## config.mk

```make
export PLATFORM = sky130hd
export DESIGN_NAME = draw_board_tiles_flat
export DESIGN_NICKNAME = d
export VERILOG_FILES = /design/src/rtl/board_pkg.sv /design/src/rtl/vga_if.sv /design/src/rtl/tile_painter.sv /design/src/rtl/draw_board_tiles.sv /design/src/flat_wrapper.sv
export SDC_FILE = /design/constraint.sdc
export NUM_CORES = 1
export LEC_CHECK = 0
export CORE_MARGIN = 8
export CORE_UTILIZATION = 45
export DETAILED_ROUTE_END_ITERATION = 12
export GPL_TIMING_DRIVEN = 0
export PLACE_DENSITY = 0.78
export SYNTH_ARGS = -nofsm -noshare
export SYNTH_HDL_FRONTEND = slang
export SYNTH_SLANG_ARGS = --single-unit
```

## constraint.sdc

```tcl
create_clock -name clk -period 4.34 [get_ports clk]
set_clock_uncertainty 0.2 [all_clocks]
set_input_delay 0.868 -clock clk [delete_from_list [all_inputs] [get_ports clk]]
set_output_delay 0.868 -clock clk [all_outputs]
set_load 0.01 [all_outputs]
```

## src/rtl/board_pkg.sv

```systemverilog
// Shared Minesweeper board definitions: tile codes, colour palette and the
// pixel/timing bundle handed between VGA pipeline stages.
package board_pkg;

    typedef enum logic [3:0] {
        T_REV0   = 4'd0,
        T_REV1   = 4'd1,
        T_REV2   = 4'd2,
        T_REV3   = 4'd3,
        T_REV4   = 4'd4,
        T_REV5   = 4'd5,
        T_REV6   = 4'd6,
        T_REV7   = 4'd7,
        T_REV8   = 4'd8,
        T_HIDDEN = 4'd9,
        T_FLAG   = 4'd10,
        T_MINE   = 4'd11
    } tile_code_t;

    typedef struct packed {
        logic [10:0] vcount;
        logic        vsync;
        logic        vblnk;
        logic [10:0] hcount;
        logic        hsync;
        logic        hblnk;
        logic [11:0] rgb;
    } vga_t;

    localparam logic [11:0] GRID_RGB     = 12'h4_4_4;
    localparam logic [11:0] REVEALED_RGB = 12'hC_C_C;
    localparam logic [11:0] HIDDEN_RGB   = 12'hA_A_A;
    localparam logic [11:0] BEVEL_HI_RGB = 12'hE_E_E;
    localparam logic [11:0] BEVEL_LO_RGB = 12'h6_6_6;
    localparam logic [11:0] FLAG_RGB     = 12'hF_0_0;
    localparam logic [11:0] MINE_BG_RGB  = 12'hF_0_0;
    localparam logic [11:0] MINE_RGB     = 12'h0_0_0;
    localparam logic [11:0] CURSOR_RGB   = 12'hF_F_0;

    // Classic neighbour-count palette, indexed by the revealed count.
    localparam logic [11:0] COUNT_RGB [1:8] = '{
        12'h0_0_F, 12'h0_8_0, 12'hF_0_0, 12'h0_0_8,
        12'h8_0_0, 12'h0_8_8, 12'h0_0_0, 12'h8_8_8
    };

    function automatic logic [11:0] count_rgb(input logic [3:0] code);
        case (code)
            4'd1:    return COUNT_RGB[1];
            4'd2:    return COUNT_RGB[2];
            4'd3:    return COUNT_RGB[3];
            4'd4:    return COUNT_RGB[4];
            4'd5:    return COUNT_RGB[5];
            4'd6:    return COUNT_RGB[6];
            4'd7:    return COUNT_RGB[7];
            4'd8:    return COUNT_RGB[8];
            default: return REVEALED_RGB;
        endcase
    endfunction

endpackage

```

## src/rtl/vga_if.sv

```systemverilog
// VGA timing plus pixel colour as passed between pipeline stages.
// Modport "in" is the consuming side, "out" the producing side.
interface vga_if;
    logic [10:0] vcount;
    logic        vsync;
    logic        vblnk;
    logic [10:0] hcount;
    logic        hsync;
    logic        hblnk;
    logic [11:0] rgb;

    modport in  (input  vcount, vsync, vblnk, hcount, hsync, hblnk, rgb);
    modport out (output vcount, vsync, vblnk, hcount, hsync, hblnk, rgb);
endinterface

```

## src/rtl/tile_painter.sv

```systemverilog
// Combinational colour of one pixel inside a tile, from its code and offsets.
// Board-edge grid lines are the caller's job; tile-edge lines are drawn here.
module tile_painter
    import board_pkg::*;
#(
    parameter int TILE_LOG2 = 5
) (
    input  logic [3:0]           code,
    input  logic [TILE_LOG2-1:0] offx,
    input  logic [TILE_LOG2-1:0] offy,
    input  logic                 cursor_hit,
    output logic [11:0]          rgb
);

    localparam int          TILE   = 1 << TILE_LOG2;
    localparam logic [31:0] CTR_LO = 32'(TILE / 4);
    localparam logic [31:0] CTR_HI = 32'(TILE - TILE / 4);
    localparam logic [31:0] LO_EDG = 32'(TILE - 2);

    logic [31:0] ox;
    logic [31:0] oy;
    logic        centre;
    logic        bevel_hi;
    logic        bevel_lo;

    assign ox = 32'(offx);
    assign oy = 32'(offy);

    // |off - TILE/2| < TILE/4 is the open interval (TILE/4, 3*TILE/4).
    assign centre   = (ox > CTR_LO) && (ox < CTR_HI) && (oy > CTR_LO) && (oy < CTR_HI);
    assign bevel_hi = (ox >= 32'd1 && ox <= 32'd2) || (oy >= 32'd1 && oy <= 32'd2);
    assign bevel_lo = (ox >= LO_EDG) || (oy >= LO_EDG);

    always_comb begin
        rgb = HIDDEN_RGB;
        if (offx == '0 || offy == '0) begin
            rgb = GRID_RGB;
        end else if (cursor_hit && (bevel_hi || bevel_lo)) begin
            rgb = CURSOR_RGB;
        end else if (code <= T_REV8) begin
            rgb = (code != T_REV0 && centre) ? count_rgb(code) : REVEALED_RGB;
        end else if (code == T_MINE) begin
            rgb = centre ? MINE_RGB : MINE_BG_RGB;
        end else if (bevel_hi) begin
            rgb = BEVEL_HI_RGB;
        end else if (bevel_lo) begin
            rgb = BEVEL_LO_RGB;
        end else if (code == T_FLAG && centre) begin
            rgb = FLAG_RGB;
        end
    end

endmodule

```

## src/rtl/draw_board_tiles.sv

```systemverilog
// VGA stage overlaying the Minesweeper tile grid, 3 register levels deep.
// Define DRAW_BOARD_CURSOR_EN to outline the tile under (cur_col, cur_row).
module draw_board_tiles
    import board_pkg::*;
#(
    parameter logic [10:0] BOARD_X   = 11'd192,
    parameter logic [10:0] BOARD_Y   = 11'd84,
    parameter int          TILE_LOG2 = 5,
    parameter int          COLS      = 16,
    parameter int          ROWS      = 16
) (
    input  logic       clk,
    input  logic       rst,
    vga_if.in          in,
    vga_if.out         out,
    output logic [7:0] tile_addr,
    input  logic [3:0] tile_data,
    input  logic [3:0] cur_col,
    input  logic [3:0] cur_row
);

    localparam logic [10:0] BOARD_W = 11'(COLS << TILE_LOG2);
    localparam logic [10:0] BOARD_H = 11'(ROWS << TILE_LOG2);

    vga_t                 in_t;
    logic                 in_board_c;
    logic                 edge_c;
    logic                 hit_c;
    logic [10:0]          rel_x;
    logic [10:0]          rel_y;
    logic [3:0]           col_c;
    logic [3:0]           row_c;
    logic [TILE_LOG2-1:0] offx_c;
    logic [TILE_LOG2-1:0] offy_c;

    vga_t                 s1_t;
    logic                 s1_in_board;
    logic                 s1_edge;
    logic                 s1_hit;
    logic [TILE_LOG2-1:0] s1_offx;
    logic [TILE_LOG2-1:0] s1_offy;

    vga_t                 s2_t;
    logic                 s2_in_board;
    logic                 s2_edge;
    logic                 s2_hit;
    logic [TILE_LOG2-1:0] s2_offx;
    logic [TILE_LOG2-1:0] s2_offy;

    vga_t                 s3_t;
    logic [11:0]          paint_rgb;
    logic [11:0]          s3_rgb;

    assign in_t = {in.vcount, in.vsync, in.vblnk, in.hcount, in.hsync, in.hblnk, in.rgb};

    assign in_board_c = !in.hblnk && !in.vblnk
                     && in.hcount >= BOARD_X && in.hcount < BOARD_X + BOARD_W
                     && in.vcount >= BOARD_Y && in.vcount < BOARD_Y + BOARD_H;

    // Offsets are forced to zero off-board so nothing downstream sees wrapped values.
    assign rel_x  = in_board_c ? in.hcount - BOARD_X : 11'd0;
    assign rel_y  = in_board_c ? in.vcount - BOARD_Y : 11'd0;
    assign col_c  = 4'(rel_x >> TILE_LOG2);
    assign row_c  = 4'(rel_y >> TILE_LOG2);
    assign offx_c = rel_x[TILE_LOG2-1:0];
    assign offy_c = rel_y[TILE_LOG2-1:0];
    assign edge_c = (rel_x == BOARD_W - 11'd1) || (rel_y == BOARD_H - 11'd1);

`ifdef DRAW_BOARD_CURSOR_EN
    // col_c/row_c never reach COLS/ROWS on-board, so an off-board cursor never matches.
    assign hit_c = in_board_c && (col_c == cur_col) && (row_c == cur_row);
`else
    logic unused_cursor;
    assign unused_cursor = ^{cur_col, cur_row};
    assign hit_c         = 1'b0;
`endif

    // S1: capture the pixel, its tile offsets and launch the tile-state read.
    always_ff @(posedge clk) begin
        if (rst) begin
            s1_t        <= '0;
            s1_in_board <= 1'b0;
            s1_edge     <= 1'b0;
            s1_hit      <= 1'b0;
            s1_offx     <= '0;
            s1_offy     <= '0;
            tile_addr   <= 8'd0;
        end else begin
            s1_t        <= in_t;
            s1_in_board <= in_board_c;
            s1_edge     <= edge_c;
            s1_hit      <= hit_c;
            s1_offx     <= offx_c;
            s1_offy     <= offy_c;
            if (in_board_c) begin
                tile_addr <= 8'(row_c) * 8'(COLS) + 8'(col_c);
            end
        end
    end

    // S2: wait for the RAM, which registers tile_data on this same edge.
    always_ff @(posedge clk) begin
        if (rst) begin
            s2_t        <= '0;
            s2_in_board <= 1'b0;
            s2_edge     <= 1'b0;
            s2_hit      <= 1'b0;
            s2_offx     <= '0;
            s2_offy     <= '0;
        end else begin
            s2_t        <= s1_t;
            s2_in_board <= s1_in_board;
            s2_edge     <= s1_edge;
            s2_hit      <= s1_hit;
            s2_offx     <= s1_offx;
            s2_offy     <= s1_offy;
        end
    end

    tile_painter #(
        .TILE_LOG2 (TILE_LOG2)
    ) painter (
        .code       (tile_data),
        .offx       (s2_offx),
        .offy       (s2_offy),
        .cursor_hit (s2_hit),
        .rgb        (paint_rgb)
    );

    assign s3_rgb = !s2_in_board ? s2_t.rgb : (s2_edge ? GRID_RGB : paint_rgb);

    // S3: final colour joins the delayed timing.
    always_ff @(posedge clk) begin
        if (rst) begin
            s3_t <= '0;
        end else begin
            s3_t     <= s2_t;
            s3_t.rgb <= s3_rgb;
        end
    end

    assign out.vcount = s3_t.vcount;
    assign out.vsync  = s3_t.vsync;
    assign out.vblnk  = s3_t.vblnk;
    assign out.hcount = s3_t.hcount;
    assign out.hsync  = s3_t.hsync;
    assign out.hblnk  = s3_t.hblnk;
    assign out.rgb    = s3_t.rgb;

endmodule

```

## src/flat_wrapper.sv

```systemverilog
// flat-port wrapper written by rule: the top's interface ports become plain ports
module draw_board_tiles_flat import board_pkg::*;
#(
    parameter logic [10:0] BOARD_X   = 11'd192,
    parameter logic [10:0] BOARD_Y   = 11'd84,
    parameter int          TILE_LOG2 = 5,
    parameter int          COLS      = 16,
    parameter int          ROWS      = 16
)
  (clk, rst, tile_addr, tile_data, cur_col, cur_row, in_vcount, in_vsync, in_vblnk, in_hcount, in_hsync, in_hblnk, in_rgb, out_vcount, out_vsync, out_vblnk, out_hcount, out_hsync, out_hblnk, out_rgb);
  vga_if in_i ();
  vga_if out_i ();
  input  logic clk;
  input  logic rst;
  output logic [7:0] tile_addr;
  input  logic [3:0] tile_data;
  input  logic [3:0] cur_col;
  input  logic [3:0] cur_row;
  input wire logic [$bits(in_i.vcount)-1:0] in_vcount;
  input wire logic [$bits(in_i.vsync)-1:0] in_vsync;
  input wire logic [$bits(in_i.vblnk)-1:0] in_vblnk;
  input wire logic [$bits(in_i.hcount)-1:0] in_hcount;
  input wire logic [$bits(in_i.hsync)-1:0] in_hsync;
  input wire logic [$bits(in_i.hblnk)-1:0] in_hblnk;
  input wire logic [$bits(in_i.rgb)-1:0] in_rgb;
  output wire logic [$bits(out_i.vcount)-1:0] out_vcount;
  output wire logic [$bits(out_i.vsync)-1:0] out_vsync;
  output wire logic [$bits(out_i.vblnk)-1:0] out_vblnk;
  output wire logic [$bits(out_i.hcount)-1:0] out_hcount;
  output wire logic [$bits(out_i.hsync)-1:0] out_hsync;
  output wire logic [$bits(out_i.hblnk)-1:0] out_hblnk;
  output wire logic [$bits(out_i.rgb)-1:0] out_rgb;
  assign in_i.vcount = in_vcount;
  assign in_i.vsync = in_vsync;
  assign in_i.vblnk = in_vblnk;
  assign in_i.hcount = in_hcount;
  assign in_i.hsync = in_hsync;
  assign in_i.hblnk = in_hblnk;
  assign in_i.rgb = in_rgb;
  assign out_vcount = out_i.vcount;
  assign out_vsync = out_i.vsync;
  assign out_vblnk = out_i.vblnk;
  assign out_hcount = out_i.hcount;
  assign out_hsync = out_i.hsync;
  assign out_hblnk = out_i.hblnk;
  assign out_rgb = out_i.rgb;
  draw_board_tiles #(.BOARD_X(BOARD_X), .BOARD_Y(BOARD_Y), .TILE_LOG2(TILE_LOG2), .COLS(COLS), .ROWS(ROWS)) u_core (.clk(clk), .rst(rst), .in(in_i), .out(out_i), .tile_addr(tile_addr), .tile_data(tile_data), .cur_col(cur_col), .cur_row(cur_row));
endmodule
```

==> qor.yml, run 1 <==
die:
  core_sq_mm: 0.0107
  die_w_um: 120
  die_h_um: 120
  die_area_sq_mm: 0.0143
  initial_utilization_pct: 45.3
  row_count: 38
  io_pins: 98
grt:
  grt_pass1_vias: 3475
  grt_first_pass_wirelength_mm: 17.0
  antenna_found_initial: 0
  gr-usage-all-layers_pct: 15.1
  grt-ovfl-total: 0
  grt_max_degree: 17
yosys:
  ys_seq_area_share_pct: 60.5
  ys_seq_elements: 146
  syn_area_per_cell_sq_um: 10.6
  synth_edf_count: 0
  yosys_most_used_dff: "dfxtp_1"
  synthArstFlopShare_pct: 0
  yosysWarningCount: 0
  netlist_instances: 455
  synth.distinct_cells: 49
  syn_nets: 514
  netlist_area_sq_mm: 0.00483
flow_run:
  drv_cap: 0
run_status:
  outcome: "completed"
pwr:
  p_sw_uw: 619
  pwr-share-clk_pct: 45.4
  power.internal_uw: 2280
  swShare_pct: 21.4
  power_frac_seq_pct: 48.2
  p_per_area_mw_per_mm2: 452
  peakVddDrop_mv: 0.344
  power_leakage_uw: 0.00242
  combPwrFrac_pct: 6.4
timing:
  rsz0062_at_grt: "false"
  slew_headroom_pct: 58.8
  min_period_ns: 2.84
  min_period_over_period_pct: 65.5
  max_freq_mhz: 352
  finalSetupTns_ns: 0
  worst_pin_slew_ns: 0.618
  hold_viol: 0
  timing.final.ws_setup_ns: 1.50
  maxSlewViolCount: 0
  setup_viol: 0
route:
  wl_per_cell_um: 14.6
  drc_errors: 0
  via_per_inst: 4.85
  via_count: 3456
  firstDrtPassIters: 4
  drt-total-wl_mm: 10.4
  drtAntennaViolNets: 0
  drtIter0Drc: 171
finish:
  area_delta_synth_final_pct: 32.7
  nets: 619
  multiInputGateArea_sq_mm: 0.00179
  fillCellCount: 884
  layout-drive-gt1-share_pct: 7.17
  seqCellArea_sq_mm: 0.00292
  postLayoutCellArea_sq_mm: 0.00641
  final_core_util_pct: 60.2
  num_antenna_cells: 0
placement:
  post-place-ws_ns: 0.997
  portBuffers: 86
  place.gp.congestion: 0.788
  post-dp-hpwl_mm: 7.54
  placedInstanceArea_sq_mm: 0.00586
clocking:
  clk_pin_slew_ns: 0.06
  hold_buffers: 0
  insertion_delay_ns: 0.52
  clockRootBuffer: "clkbuf_8"
  cts_max_path_buffers: 2
  h-tree-depth: 4
  numCtsBuffers: 17
  postCtsSetupBuffers: 0
  clkSinkCount: 146
  cts.repair.resized: 0
  cts_tree: "yes"
worst_setup_path:
  crit_required_ns: 4.56
  cp_max_fo: 10
  end_kind: "flip-flop"
  arrival_ns: 3.06
  critPathLaunchType: "primary input"
  path_class: "in2reg"
hold_path:
  hp-class: "reg2reg"
-- logic make-up (layout without fill, tap and decap cells) --
kind of cell | after synthesis | after routing | share of synthesized area, %
and+or+nand+nor | 207 | 207 | 25.5
AOI/OAI and AO/OA | 56 | 56 | 7.91
buffers and inverters | 29 | 146 | 2.31
muxes | 1 | 1 | 0.207
DFF | 146 | 146 | 60.5
adders and majority gates | 8 | 8 | 2.05
xor gates and xnor gates | 8 | 8 | 1.45
-- registers in the layout, indices dropped and copies added (netlist names), 5 cells and up --
name,flops
u_core.s2_offy,5
u_core.s2_offx,5
u_core.out.rgb,12
u_core.s1_offx,5
u_core.out.hcount,11
u_core.tile_addr,8
u_core.s2_t,38
u_core.s1_offy,5
u_core.out.vcount,11
u_core.s1_t,38
-- critical path, cell delays in order --
cell	delay, ns
clkdlybuf4s50_1	0.56
ha_1	0.18
nand4b_1	0.11
o41ai_1	0.50
o211a_4	0.28
nand2_1	0.11
buf_2	0.23
a211oi_1	0.23
-- through the flow --
stage | cells | total power (uW) | hold slack [ns]
floorplan | 455 | 1510 | 0.206
global placement | 681 | 1600 | 0.217
detailed placement | 681 | 1610 | 0.213
CTS | 712 | 2910 | 0.224
global route | 712 | 2990 | 0.249
finish | 712 | 2890 | 0.224
-- power by group through the flow --
stage | Combinational, uW | Sequential, uW | Clock, uW
final | 186 | 1390 | 1310
after global routing | 204 | 1400 | 1390
after CTS | 187 | 1390 | 1330
after detailed placement | 185 | 1420 | 0
after global placement | 181 | 1420 | 0
after floorplan | 87.0 | 1430 | 0
-- cells in the mapped netlist, types with 3 or more instances --
library cell	instances	area (sq um)
a211oi_1	5	37.5
a21oi_1	14	70.1
inv_1	9	33.8
o21ai_0	12	60.1
or2_2	3	18.8
nor3_1	13	65.1
o21a_1	4	30.0
xnor2_1	6	52.6
nand2b_1	4	25.0
nor4_1	4	25.0
nand2_1	8	30.0
dfxtp_1	146	2920
a32o_1	3	30.0
nand4_1	5	31.3
nand3_1	10	50.1
or3_1	3	18.8
clkbuf_1	18	67.6
nor2_1	20	75.1
nor2b_1	117	732
ha_1	7	87.6
nor3b_1	9	67.6
-- cell type report --
class,instances,area share (%)
clock inverters,10,1.33
multi-input cells,280,28.0
repair buffers,86,13.4
plain buffers,20,1.21
clock buffers,21,7.17
flip-flops and latches,146,45.6
inverters,9,0.527
well taps,140,2.73
-- routing by layer --
layer / global-route usage (%) / vias to the layer above / wire length [um]
met4: 7.57 / 0 / 257
met1: 16.7 / 1596 / 4330
li1: - / 1725 / -
met2: 24.6 / 106 / 5010
met3: 6.29 / 29 / 802
met5: 0 / - / 0
-- path summary, 6_finish.rpt --
kind	start	cells after the start	slack, ns	end
worst max register to register	u_core.s2_offy[4]	5	2.15	u_core.out.rgb[7]
worst min register to register	u_core.s2_t[4]	1	0.22	u_core.out.rgb[4]
worst max-delay path	in_vcount[2]	8	1.50	u_core.s1_edge
worst min-delay path	u_core.s2_t[4]	1	0.22	u_core.out.rgb[4]
-- layout by cell type (no fill, tap or decap), types with 7 or more instances in the layout --
cell type	Yosys	routed
dfxtp_1	146	146
nor2b_1	117	117
clkdlybuf4s50_1	0	86
nor2_1	20	20
clkbuf_1	18	19
clkbuf_16	0	16
a21oi_1	14	14
nor3_1	13	13
o21ai_0	12	12
nand3_1	10	10
inv_1	9	9
nor3b_1	9	9
nand2_1	8	8
ha_1	7	7
No activity file was read; power rests on OpenSTA's default activity.
==> run 2, diff against run 1 <==
--- a/config.mk
+++ b/config.mk
@@ -9,7 +9,7 @@
 export CORE_UTILIZATION = 45
 export DETAILED_ROUTE_END_ITERATION = 12
 export GPL_TIMING_DRIVEN = 0
-export PLACE_DENSITY = 0.78
+export PLACE_DENSITY = 0.81
 export SYNTH_ARGS = -nofsm -noshare
 export SYNTH_HDL_FRONTEND = slang
 export SYNTH_SLANG_ARGS = --single-unit
==> constraint.sdc (replaced) <==
create_clock -name clk -period 2.4 [get_ports clk]
set_clock_uncertainty 0.2 [all_clocks]
set_input_delay 0.48 -clock clk [delete_from_list [all_inputs] [get_ports clk]]
set_output_delay 0.48 -clock clk [all_outputs]
set_load 0.01 [all_outputs]
==> run 2 against run 1 <==
  * Combinational power increased by 85%
  * Power increased by 92%
  * Critical path type unchanged
  * Clock power increased by 110%
  * Register-to-register slack got worse by 1.9 ns
  * Largest cell class unchanged
  * Die area unchanged
==> qor.yml, run 2 (synthesized netlist as in run 1, its figures left out) <==
run_status:
  outcome: "completed"
timing:
  rsz0062_at_grt: "true"
  min_period_ns: 2.32
  setup_viol: 0
  slew_headroom_pct: 60.9
  maxSlewViolCount: 0
  min_period_over_period_pct: 96.6
  max_freq_mhz: 432
  worst_pin_slew_ns: 0.587
  hold_viol: 0
  hold_ws_ns: 0.131
  finalSetupTns_ns: 0
pwr:
  power_leakage_uw: 0.00246
  p_per_area_mw_per_mm2: 852
  peakVddDrop_mv: 0.626
grt:
  gr-usage-all-layers_pct: 14.9
  grt_max_degree: 17
  busiest_layer: "met2"
  grt-ovfl-total: 0
  grt_first_pass_wirelength_mm: 17.0
  grtUsageMet2_pct: 25.3
  antenna_found_initial: 0
  grt_pass1_vias: 3589
  grt_use_met3_pct: 5.50
  grtUsageMet1_pct: 16.4
hold_path:
  worstHoldPathCells: 2
  hold_end: "u_core.s1_t[32]"
  hp-start: "in_vcount[5]"
  hp-class: "in2reg"
clocking:
  hold_buffers: 0
  cts_max_path_buffers: 2
  h-tree-depth: 4
  cts_tree: "yes"
  clkSinkCount: 146
  clk_pin_slew_ns: 0.06
  insertion_delay_ns: 0.51
  clockRootBuffer: "clkbuf_8"
  numCtsBuffers: 17
worst_setup_path:
  r2r_setup_slack_ns: 0.21
  arrival_ns: 2.53
  reg2reg_to: "u_core.out.rgb[7]"
  crit_required_ns: 2.61
  critPathLaunchType: "primary input"
  cp_max_fo: 10
  path_class: "in2reg"
  end_kind: "flip-flop"
  critical_path.reg2reg.startpoint: "u_core.s2_offy[4]"
  rr_worst_depth: 5
route:
  drc_errors: 0
  drt-total-wl_mm: 10.5
  via_count: 3509
  via_per_inst: 4.93
  drtAntennaViolNets: 0
  wl_per_cell_um: 14.7
  drtIter0Drc: 262
  firstDrtPassIters: 5
die:
  initial_utilization_pct: 45.3
  io_pins: 98
  row_count: 38
  die_w_um: 120
  die_area_sq_mm: 0.0143
  core_sq_mm: 0.0107
  die_h_um: 120
flow_run:
  drv_cap: 0
finish:
  final_core_util_pct: 61.2
  num_antenna_cells: 0
  largestRegisters: "u_core.s1_t x38, u_core.s2_t x38, u_core.out.rgb x12"
  mostFrequentLayoutCell: "dfxtp_1"
  nets: 619
  area_delta_synth_final_pct: 35.1
  fillCellCount: 831
  layout-drive-gt1-share_pct: 7.52
  mostFrequentLayoutCells: "dfxtp_1 (146), nor2b_1 (117), clkdlybuf4s50_1 (85), clkbuf_1 (21), nor2_1 (20)"
placement:
  portBuffers: 86
  post-dp-hpwl_mm: 7.56
  place.gp.congestion: 0.866
-- run 2: cell count changes in the layout (fill, tap and decap cells not counted), sizes merged --
| cell | change |
|---|---|
| inv | +1 |
| bufinv | +3 |
| clkinv | -6 |
| dlymetal6s2s | +1 |
| clkdlybuf4s50 | -1 |
| clkbuf | +2 |
-- run 2: per-layer routing --
layer,routed length [um],vias to the layer above
li1,-,1732
met3,755,14
met1,4380,1649
met4,122,0
met5,0,-
met2,5230,114
-- run 2: area by class of cell --
class | count | area [sq um] | area share (%)
clock buffers | 23 | 467 | 7.16
flip-flops and latches | 146 | 2920 | 44.8
inverters | 9 | 33.8 | 0.518
multi-input cells | 280 | 1830 | 28.1
clock inverters | 8 | 150 | 2.30
repair buffers | 86 | 863 | 13.2
well taps | 140 | 175 | 2.69
plain buffers | 20 | 77.6 | 1.19
-- run 2: worst max path at each step --
stage / start / end / slack (ns) / depth (start not counted)
floorplan: in_vcount[5] / u_core.s1_offx[0] / 0.29 / 7
global placement: in_vcount[2] / u_core.s1_edge / -0.52 / 8
detailed placement: in_vcount[2] / u_core.s1_edge / -0.57 / 7
CTS: in_vcount[10] / u_core.s1_edge / 0.07 / 7
global route: in_hcount[6] / u_core.s1_edge / -0.02 / 8
finish: in_hcount[6] / u_core.s1_edge / 0.08 / 8
-- run 2: stage by stage --
stage          instances  setup slack (ns)  instance area, sq um  power (uW)
3_3_place_gp         681            -0.519                  5860        2900
2_1_floorplan        455             0.286                  4830        2740
6_report             712            0.0828                  6520        5560
5_1_grt              712           -0.0217                  6520        5740
3_5_place_dp         681            -0.567                  5860        2910
4_1_cts              712            0.0712                  6490        5600
-- run 2: power breakdown --
part	internal (uW)	switching, uW
sequential	2500	18.2
combinational	173	171
clock	1770	920
total	4450	1110
-- run 2: worst max-delay path, cell delays in order --
cell and delay (ns):
clkdlybuf4s50_1 0.57, ha_1 0.26, nor4b_1 0.26, a211o_1 0.21, o211a_4 0.21, nand2_1 0.11
buf_2 0.21, a211oi_1 0.22
-- run 2: what timing repair did --
| item | CTS | global route |
|---|---|---|
| endpoints found under the setup margin | 2 | 4 |
| resized for setup | 2 | 5 |
| setup buffers | 0 | 0 |
